### src/rtl/err_count_serializer_if.sv
// Signal bundle for err_count_serializer.
//   master : serializer side (samples save_data/err_counts, drives the serial stream)
//   slave  : system side (drives save_data/err_counts, observes the serial stream)
// Signals:
//   save_data   - asynchronous snapshot request (rising edge)
//   err_counts  - flattened counts, channel k at [k*CNT_W +: CNT_W]
//   DATA_OUT    - registered serial data
//   frame_valid - high while DATA_OUT carries a frame bit
//   frame_start - high on the first header bit only
//   snap_lost   - one-cycle pulse when a pending snapshot is overwritten
interface err_count_serializer_if #(
    parameter int unsigned NUM_CH = 20,
    parameter int unsigned CNT_W  = 12
);
    logic                      save_data;
    logic [NUM_CH*CNT_W-1:0]   err_counts;
    logic                      DATA_OUT;
    logic                      frame_valid;
    logic                      frame_start;
    logic                      snap_lost;

    modport master (
        input  save_data,
        input  err_counts,
        output DATA_OUT,
        output frame_valid,
        output frame_start,
        output snap_lost
    );

    modport slave (
        output save_data,
        output err_counts,
        input  DATA_OUT,
        input  frame_valid,
        input  frame_start,
        input  snap_lost
    );
endinterface

### src/rtl/err_count_serializer.sv
// Error-count snapshot serializer.
// A rising edge on the asynchronous save_data input captures err_counts into a shadow
// register. Frames (header, NUM_CH counts, even-parity bit) are sent serially from a
// separate active register that is only reloaded from the shadow at frame boundaries.
// Ports:
//   data_clk - sole clock, rising edge
//   reset    - asynchronous active-low reset
//   bus      - err_count_serializer_if master modport (save_data, err_counts in;
//              DATA_OUT, frame_valid, frame_start, snap_lost out)
module err_count_serializer #(
    parameter int unsigned       NUM_CH     = 20,
    parameter int unsigned       CNT_W      = 12,
    parameter int unsigned       SYNC_W     = 8,
    parameter logic [SYNC_W-1:0] SYNC_PAT   = 8'hA5,
    parameter bit                MSB_FIRST  = 1'b0,
    parameter bit                CONTINUOUS = 1'b1
) (
    input  logic                   data_clk,
    input  logic                   reset,
    err_count_serializer_if.master bus
);
    localparam int unsigned PayW   = NUM_CH * CNT_W;
    localparam int unsigned BitMax = (SYNC_W > CNT_W) ? SYNC_W : CNT_W;
    localparam int unsigned BitCw  = (BitMax > 1) ? $clog2(BitMax) : 1;
    localparam int unsigned ChCw   = (NUM_CH > 1) ? $clog2(NUM_CH) : 1;

    localparam logic [BitCw-1:0] SyncLast = BitCw'(SYNC_W - 1);
    localparam logic [BitCw-1:0] CntLast  = BitCw'(CNT_W - 1);
    localparam logic [ChCw-1:0]  ChLast   = ChCw'(NUM_CH - 1);

    typedef enum logic [1:0] {StIdle, StSync, StData, StParity} state_e;

    // Request capture path
    logic            sync1_q, sync2_q, edge_q;
    logic [1:0]      fill_q;
    logic            armed_q, armed_d;
    logic            save_rise;

    // Snapshot storage
    logic [PayW-1:0] shadow_q, shadow_d;
    logic [PayW-1:0] active_q, active_d;
    logic            pending_q, pending_d;
    logic            consume;

    // Frame sequencer
    state_e          state_q, state_d;
    logic [BitCw-1:0] bit_q, bit_d;
    logic [ChCw-1:0] ch_q, ch_d;

    // Registered outputs
    logic            dout_q, dout_d;
    logic            valid_q, valid_d;
    logic            start_q, start_d;
    logic            lost_q, lost_d;

    // Bit selection helpers
    logic [BitCw-1:0]  sidx, fidx;
    logic [SYNC_W-1:0] sync_shift;
    logic [PayW-1:0]   word_shift, field_shift;

    // fill_q marks when sync2_q holds a real sample rather than its reset value. The
    // detector only arms after save_data has been seen low, so a level held high through
    // reset release is not taken as a request.
    assign armed_d   = armed_q | (fill_q[1] & ~sync2_q);
    assign save_rise = sync2_q & ~edge_q & armed_q;

    // The frame register is reloaded at IDLE exit or at the end of PARITY when a
    // snapshot is waiting; CONTINUOUS only matters when nothing is pending.
    assign consume = pending_q & ((state_q == StIdle) | (state_q == StParity));

    always_comb begin
        shadow_d = save_rise ? bus.err_counts : shadow_q;
        active_d = consume ? shadow_q : active_q;
        // A load coinciding with consumption keeps pending set for the new value.
        if (save_rise) begin
            pending_d = 1'b1;
        end else if (consume) begin
            pending_d = 1'b0;
        end else begin
            pending_d = pending_q;
        end
        lost_d = save_rise & pending_q & ~consume;
    end

    always_comb begin
        state_d = state_q;
        bit_d   = bit_q;
        ch_d    = ch_q;
        case (state_q)
            StIdle: begin
                if (pending_q) begin
                    state_d = StSync;
                    bit_d   = '0;
                end
            end
            StSync: begin
                if (bit_q == SyncLast) begin
                    state_d = StData;
                    bit_d   = '0;
                    ch_d    = '0;
                end else begin
                    bit_d = bit_q + BitCw'(1);
                end
            end
            StData: begin
                if (bit_q == CntLast) begin
                    bit_d = '0;
                    if (ch_q == ChLast) begin
                        state_d = StParity;
                    end else begin
                        ch_d = ch_q + ChCw'(1);
                    end
                end else begin
                    bit_d = bit_q + BitCw'(1);
                end
            end
            StParity: begin
                if (pending_q || CONTINUOUS) begin
                    state_d = StSync;
                    bit_d   = '0;
                end else begin
                    state_d = StIdle;
                end
            end
            default: state_d = StIdle;
        endcase
    end

    // Outputs are registered, so they are decoded from the next bit position. The active
    // register is only updated on SYNC entry, so active_q is already current in DATA.
    always_comb begin
        sidx        = MSB_FIRST ? (SyncLast - bit_d) : bit_d;
        fidx        = MSB_FIRST ? (CntLast - bit_d) : bit_d;
        sync_shift  = SYNC_PAT >> sidx;
        word_shift  = active_q >> (32'(ch_d) * CNT_W);
        field_shift = word_shift >> fidx;

        dout_d  = 1'b0;
        case (state_d)
            StSync:   dout_d = sync_shift[0];
            StData:   dout_d = field_shift[0];
            StParity: dout_d = ^active_q;
            default:  dout_d = 1'b0;
        endcase
        valid_d = (state_d != StIdle);
        start_d = (state_d == StSync) && (bit_d == '0);
    end

    always_ff @(posedge data_clk or negedge reset) begin
        if (!reset) begin
            sync1_q   <= 1'b0;
            sync2_q   <= 1'b0;
            edge_q    <= 1'b0;
            fill_q    <= 2'b00;
            armed_q   <= 1'b0;
            shadow_q  <= '0;
            active_q  <= '0;
            pending_q <= 1'b0;
            state_q   <= StIdle;
            bit_q     <= '0;
            ch_q      <= '0;
            dout_q    <= 1'b0;
            valid_q   <= 1'b0;
            start_q   <= 1'b0;
            lost_q    <= 1'b0;
        end else begin
            sync1_q   <= bus.save_data;
            sync2_q   <= sync1_q;
            edge_q    <= sync2_q;
            fill_q    <= {fill_q[0], 1'b1};
            armed_q   <= armed_d;
            shadow_q  <= shadow_d;
            active_q  <= active_d;
            pending_q <= pending_d;
            state_q   <= state_d;
            bit_q     <= bit_d;
            ch_q      <= ch_d;
            dout_q    <= dout_d;
            valid_q   <= valid_d;
            start_q   <= start_d;
            lost_q    <= lost_d;
        end
    end

    assign bus.DATA_OUT    = dout_q;
    assign bus.frame_valid = valid_q;
    assign bus.frame_start = start_q;
    assign bus.snap_lost   = lost_q;

endmodule
### src/flat_wrapper.sv
// flat-port wrapper written by rule: the top's interface ports become plain ports
module err_count_serializer_flat 
#(
    parameter int unsigned       NUM_CH     = 20,
    parameter int unsigned       CNT_W      = 12,
    parameter int unsigned       SYNC_W     = 8,
    parameter logic [SYNC_W-1:0] SYNC_PAT   = 8'hA5,
    parameter bit                MSB_FIRST  = 1'b0,
    parameter bit                CONTINUOUS = 1'b1
)
  (data_clk, reset, bus_save_data, bus_err_counts, bus_DATA_OUT, bus_frame_valid, bus_frame_start, bus_snap_lost);
  err_count_serializer_if #(.NUM_CH(NUM_CH), .CNT_W(CNT_W)) bus_i ();
  input  logic data_clk;
  input  logic reset;
  input wire logic [$bits(bus_i.save_data)-1:0] bus_save_data;
  input wire logic [$bits(bus_i.err_counts)-1:0] bus_err_counts;
  output wire logic [$bits(bus_i.DATA_OUT)-1:0] bus_DATA_OUT;
  output wire logic [$bits(bus_i.frame_valid)-1:0] bus_frame_valid;
  output wire logic [$bits(bus_i.frame_start)-1:0] bus_frame_start;
  output wire logic [$bits(bus_i.snap_lost)-1:0] bus_snap_lost;
  assign bus_i.save_data = bus_save_data;
  assign bus_i.err_counts = bus_err_counts;
  assign bus_DATA_OUT = bus_i.DATA_OUT;
  assign bus_frame_valid = bus_i.frame_valid;
  assign bus_frame_start = bus_i.frame_start;
  assign bus_snap_lost = bus_i.snap_lost;
  err_count_serializer #(.NUM_CH(NUM_CH), .CNT_W(CNT_W), .SYNC_W(SYNC_W), .SYNC_PAT(SYNC_PAT), .MSB_FIRST(MSB_FIRST), .CONTINUOUS(CONTINUOUS)) u_core (.data_clk(data_clk), .reset(reset), .bus(bus_i));
endmodule
### config.mk
export PLATFORM = sky130hd
export DESIGN_NAME = err_count_serializer_flat
export DESIGN_NICKNAME = d
export VERILOG_FILES = /design/src/rtl/err_count_serializer_if.sv /design/src/rtl/err_count_serializer.sv /design/src/flat_wrapper.sv
export SDC_FILE = /design/constraint.sdc
export NUM_CORES = 1
export LEC_CHECK = 0
export BUFFER_PORTS_ARGS = -buffer_cell sky130_fd_sc_hd__buf_2
export CAP_MARGIN = 20
export CORE_AREA = 4 4 343 345
export CTS_CLUSTER_DIAMETER = 30
export DETAILED_ROUTE_END_ITERATION = 8
export DIE_AREA = 0 0 347 349
export PLACE_DENSITY = 0.49
export SYNTH_ARGS = -nofsm -noshare
export SYNTH_HDL_FRONTEND = slang
export SYNTH_SLANG_ARGS = --single-unit
### constraint.sdc
create_clock -name data_clk -period 6.9 [get_ports data_clk]
set_input_delay 0.345 -clock data_clk [delete_from_list [all_inputs] [get_ports data_clk]]
set_output_delay 0.345 -clock data_clk [all_outputs]
set_load 0.01 [all_outputs]
Yosys cells after proc, flatten, opt, wreduce, memory -nomap -nowiden:

Index checks and enable logic that the tools add are counted.

* $add $sub $neg: 2
* multipliers: 1
* divide/modulo/power cells: 0
* order comparisons: 0
* equal/unequal tests: 9
* shift operators: 3
* multiplexer cells: 16
* bitwise gates (word level): 11
* reductions and logical operators: 6

Operators by type and width (count)
* $reduce_xor A240 Y1: 1
* $shr A240 B4 Y1: 1
* $shr A240 B9 Y240: 1
* $pmux W4 S4: 1
* $mux W5: 3
* $mux W4: 3
* $pmux W5 S2: 1
* $eq A2 B2 Y1 const B: 4
* $mux W2: 4
* $pmux W2 S4: 1
* $shr A8 B4 Y1 const A: 1
* $mul A5 B2 Y7 const B: 1
* $and A1 B1 Y1: 6
* $add A5 B1 Y5 const B: 1
* $eq A5 B5 Y1 const B: 1
* $add A4 B1 Y4 const B: 1
* $eq A2 B1 Y1 const B: 2
* $eq A4 B3 Y1 const B: 1
* $eq A4 B4 Y1 const B: 1
* $logic_not A4 Y1: 1
* $reduce_bool A2 Y1: 2
* $not A1 Y1: 3
* $pmux W1 S3: 1
* $logic_not A2 Y1: 1
* other kinds (3): 5

* register bits: 502
* latch bits: 0
* bits in writable memories: 0
* memory bits (read-only): 0
* input port bits: 243
* output and inout bits: 4
* word-level logic and storage cells: 63
* memories kept: 0

Depth between registers and ports, before layout:

* depth after elaboration: 8
* mapped depth: 27
* mapped depth without buffers: 19

Worst setup path after synthesis:

Ideal clock, no wire load.

* path kind: register to register
* from: register u_core.state_q[0]
* to: register u_core.dout_q (netlist: u_core.bus.DATA_OUT)
* data arrival time: 5.679 ns
* slack: 1.087 ns
* cell stages (with the launch flop): 28
* path buffers: 12
* clock period less this slack: 5.813 ns
* cells stage by stage: dfrtp_1 -> inv_1 -> ha_1 -> buf_2 -> nand4b_1 -> and3_1 -> buf_4 -> nor3_4 -> inv_4 -> buf_8 -> buf_6 -> buf_4 -> buf_4 -> buf_2 -> ha_1 -> fa_1 -> clkbuf_1 -> clkbuf_1 -> clkbuf_1 -> clkbuf_1 -> clkbuf_1 -> nor2_1 -> o221ai_1 -> nor2_1 -> o41ai_1 -> a22oi_1 -> a41oi_1 -> o211ai_1

* cells in the longest elaborated chain, start to end: 6
* elaborated cells between the ends (all ways): 19

Ends and longest elaborated chain
* start: declaration: RTL line err_count_serializer.sv:46 `state_e state_q, state_d;`
* start signal: assignment: RTL line err_count_serializer.sv:159 `state_q <= StIdle;`
* start signal: assignment: RTL line err_count_serializer.sv:175 `state_q <= state_d;`
* $eq A2 B2 Y1 / $eq A2 B1 Y1 (equally long branches): RTL line err_count_serializer.sv:89 `case (state_q)`
* $pmux W5 S2 *: RTL line err_count_serializer.sv:89
* via u_core.ch_d[0]: RTL line err_count_serializer.sv:48 `logic [ChCw-1:0] ch_q, ch_d;`
* $mul A5 B2 Y7 *: RTL line err_count_serializer.sv:135 `word_shift = active_q >> (32'(ch_d) * CNT_W);`
* $shr A240 B9 Y240 *: RTL line err_count_serializer.sv:135
* $shr A240 B4 Y1 *: RTL line err_count_serializer.sv:136 `field_shift = word_shift >> fidx;`
* $pmux W1 S3 *: RTL line err_count_serializer.sv:139 `case (state_d)`
* via u_core.dout_d: RTL line err_count_serializer.sv:51 `logic dout_q, dout_d;`
* end signal: assignment: RTL line err_count_serializer.sv:178 `dout_q <= dout_d;`
* end: declaration: RTL line err_count_serializer.sv:51

The timed path passes the listed nets; every way through them passes the cells marked *.
A chain may end at the register's enable or synchronous reset.

Final worst setup path:

* from: register u_core.state_q[0]
* to: register u_core.dout_q (netlist: u_core.bus.DATA_OUT)

* cells in the longest elaborated chain, start to end: 6
* elaborated cells between the ends (all ways): 19

Ends and longest elaborated chain (RTL line)
* $eq A2 B2 Y1 / $eq A2 B1 Y1 (equally long branches): err_count_serializer.sv:89
* $pmux W5 S2: err_count_serializer.sv:89
* $mul A5 B2 Y7: err_count_serializer.sv:135
* $shr A240 B9 Y240: err_count_serializer.sv:135
* $shr A240 B4 Y1: err_count_serializer.sv:136
* $pmux W1 S3 *: err_count_serializer.sv:139
* via u_core.dout_d: err_count_serializer.sv:51

Marks and branches as above.

==> impl_summary.txt <==
----------------------------------------------------
[Cells and area]
  Final core utilization ... about 34%
  Number of cells in the finished layout apart from fillers ... 4500
  Filler cell count in the final layout ... 11.4k
  Layout Cell Area excl Fill ... 38800 µm²
  Commonest cells after routing, fill and taps aside ... dfrtp_1, mux2_2, buf_2
  NumNets Final ... 3144
  Layout cell share with drive strength beyond 1 ... 38.6%
  Leading cell type in the layout, fill and taps excluded ... dfrtp_1
  Multi-input combinational cell area ... 15200 µm²
  Area taken by flip-flops and latches ... 12600 µm²
  Synthesis-to-layout area growth ... 36.2%

[Floorplanning]
  Die Area ... 121000 µm²
  DIE WIDTH ... 347 µm
  CORE AREA ... 114000 µm²
  Number of I/O pins ... 247
  Initial Utilization ... about a quarter
  Die Y-Extent ... between 300 and 400 µm
  Number of cell rows ... around 120

[Clock network]
  TritonCTS clock tree ... yes
  Number of buffers on the longest clock path ... 3
  Gates resized, CTS repair ... 0
  Count of H-tree levels built during CTS ... 4
  Worst-path clk slew ... 0.04 ns
  TritonCTS buffer count ... 131
  Number of sinks on the clock net ... about 500
  Root Buffer ... clkbuf_16
  Clock latency reported for the late side of the worst-skew pair ... between 0.7 and 0.8 ns

[Routing]
  Antenna violation net count after detailed routing ... 0
  Via density per instance ... about 5.1
  Final wirelength ... 126000 µm
  Via count ... 23.1k
  First-iteration detailed-routing DRC count ... between 2k and 2.5k
  DRC ... 0
  Drt wl/cell ... 28.0 µm
  Detailed-routing iteration count for the pre-antenna-repair pass ... 6

[Run status]
  Run status ... finished clean

[Logic synthesis]
  Netlist area before placement ... about 29000 µm²
  Synth Instances ... 2333
  Synthesized netlist net count ... 2594
  Unique masters post-synth ... 81
  Syn Area/Cell ... 12.2 µm²
  Leading register cell type out of synthesis ... dfrtp_1
  Share of flip-flops with an asynchronous set or reset after synthesis ... between 90% and 100%
  Count of warnings emitted by yosys ... 0
  Number of flops mapped to enable cells by yosys ... 0
  Sequential cell area fraction in the yosys report ... 44.1%
  Number of register bits inferred by synthesis ... between 500 and 600

[Timing]
  Slew of the pin with the lowest slew margin ... 1.03 ns
  RSZ-0062 raised after global routing ... no
  Hold Worst Slack ... 0.295 ns
  Slack of the critical path ... 0.844 ns
  Final Max Slew Viols ... 0
  Final setup violation count ... 0
  Number of failing hold endpoints at the final stage ... 0
  Tmin final ... 6.06 ns
  Period utilization ... 87.8%
  Final TNS setup ... 0 ns
  Worst rel slew slack ... 31.4%
  Worst setup skew after layout ... 0.0263 ns
  Peak clock frequency supported by timing ... 165 MHz

[Global route]
  Number of antenna violations at the first check in global routing ... 1
  GR Overflow Total ... 0
  Pin count of the biggest net entering global routing ... 153
  Global-route total usage across every layer ... 20.4%
  Global-route wire length before repair ... 179000 µm
  Vias in the first global route ... 24.0k

[Setup path]
  Crit-path slowest cell ... a2111oi_0
  Data arrival time of the critical path ... 6.62 ns
  List of cells traversed by the critical path ... inv_1 > ha_1 > nand4b_1 > and3_1 > nor3_4 > clkinv_8 > ha_4 > fa_2 > xnor2_2 > buf_4 > nor2_1 > buf_4 > a22o_1 > a311oi_1 > a311oi_1 > a2111oi_0 > nand4b_1 > o211ai_1
  Maximum single-stage delay on the critical path ... approximately 0.8 ns
  Maximum fanout along the worst path ... 25
  WS Path Type ... flop to flop
  Kind of capture point of the worst setup path ... flop
  Kind of start point of the critical path ... flop
  Required time at the endpoint of the critical path ... 7.46 ns

[Place]
  Setup WS pre-CTS ... ~1.1 ns
  Placement-stage cell area ... 31800 µm²
  Final estimated routing congestion in global placement ... ~1.1
  Count of buffers inserted at the top-level ports ... about 250
  Half-perimeter wire length after placement ... 92400 µm
  Inst Count DP ... 4020

[Run]
  Number of violations of the max-capacitance limit ... 0

[Power and ir drop]
  Net switching fraction of the power ... 40.7%
  Clock power frac ... 28.2%
  Worst vdd ir ... ~0.0012 V
  Power Dens Cells ... between 500 and 600 nW/µm²
  Sw Pwr ... 9.12 mW
  Fraction of power consumed by sequential logic ... a little over a quarter
  Portion of total power attributed to combinational logic ... 45.4%
  Total chip power ... about 22 mW
  Power Internal ... 13.3 mW
  P_leak ... between 15 and 20 nW

[Hold path]
  Worst hold-check path type ... input port to async pin

----------------------------------------------------
[repair_timing]
| action | in CTS | in global routing |
|---|---|---|
| buffers inserted | 0 | 0 |
| hold buffers | 242 | 0 |
| hold endpoints to repair | 341 | 0 |
| endpoints found under the setup margin | 0 | 0 |
[worst paths after layout]
kind	start	to	slack, ns	depth (start not counted)
max	u_core.state_q[0]$_DFF_PN0_	u_core.bus.DATA_OUT$_DFF_PN0_	0.84	18
min reg2reg	u_core.fill_q[0]$_DFF_PN0_	u_core.fill_q[1]$_DFF_PN0_	0.34	0
min	reset	u_core.shadow_q[28]$_DFFE_PN0P_	0.30	2
min in group data_clk	bus_save_data	u_core.sync1_q$_DFF_PN0_	0.30	2
max reg2reg	u_core.state_q[0]$_DFF_PN0_	u_core.bus.DATA_OUT$_DFF_PN0_	0.84	18
max in group asynchronous	reset	u_core.active_q[157]$_DFFE_PN0P_	5.16	3
[kinds of logic after synthesis]
family / count (synthesis) / share of synthesized area, %
other: 1 / 0.0132
AOI/OAI and AO/OA: 342 / 9.10
DFF: 502 / 44.1
buffers and inverters: 182 / 2.94
muxes: 695 / 29.8
and+or+nand+nor: 353 / 5.81
adders and majority gates: 18 / 0.816
xor gates and xnor gates: 240 / 7.52
[power groups by stage]
| stage | registers (mW) | logic (mW) | clock network [mW] |
|---|---|---|---|
| floorplan | 4.83 | 7.43 | 0 |
| global placement | 5.91 | 10.0 | 0 |
| detailed placement | 5.91 | 10.0 | 0 |
| CTS | 5.88 | 10.2 | 6.46 |
| global route | 6.00 | 10.6 | 6.62 |
| finish | 5.90 | 10.2 | 6.32 |
[Yosys cell counts (all sizes together), types with 18 or more instances]
master	instances	area, µm²
dfrtp	502	12600
mux2	499	5620
xnor2	206	1800
nand2	158	593
clkbuf	128	480
mux2i	124	1240
mux4	72	1620
nand3	57	285
nor2	49	184
buf	37	290
o21ai	37	185
a21oi	33	169
xor2	31	272
a221oi	28	245
a22oi	27	203
a211oi	22	165
a32oi	19	166
a31oi	18	113
nand4	18	113
[per-layer routing]
metal,up-vias,wire length (µm),global-route usage [%]
met5,-,0,0
met4,0,6430,10.2
met3,282,8860,4.35
met2,1028,56400,31.5
met1,11915,54200,27.0
li1,9908,-,-
[cell type report]
cell class,instances,share of cell area (%)
Clock inverter,69,2.60
Tap cell,1512,4.87
Clock buffer,166,9.35
Sequential cell,502,32.3
Timing Repair Buffer,582,11.5
Multi-Input combinational cell,1649,39.1
Inverter,17,0.197
Antenna cell,3,0.0193
[flip-flops by register name, indices dropped and copies added, names as in the netlist, 2 cells and up]
signal and cells:
u_core.active_q 240, u_core.bit_q 4, u_core.ch_q 5, u_core.fill_q 2, u_core.shadow_q 240, u_core.state_q 2
[critical path: cells and delay by family, from the launching register on]
family	cells	cell delay, ns
AOI/OAI and AO/OA	5	1.86
xor gates and xnor gates	1	0.54
adders and majority gates	3	1.16
buffers and inverters	4	0.84
DFF	1	0.38
and+or+nand+nor	5	1.10
Note: power is estimated with default switching activity, not from simulation.
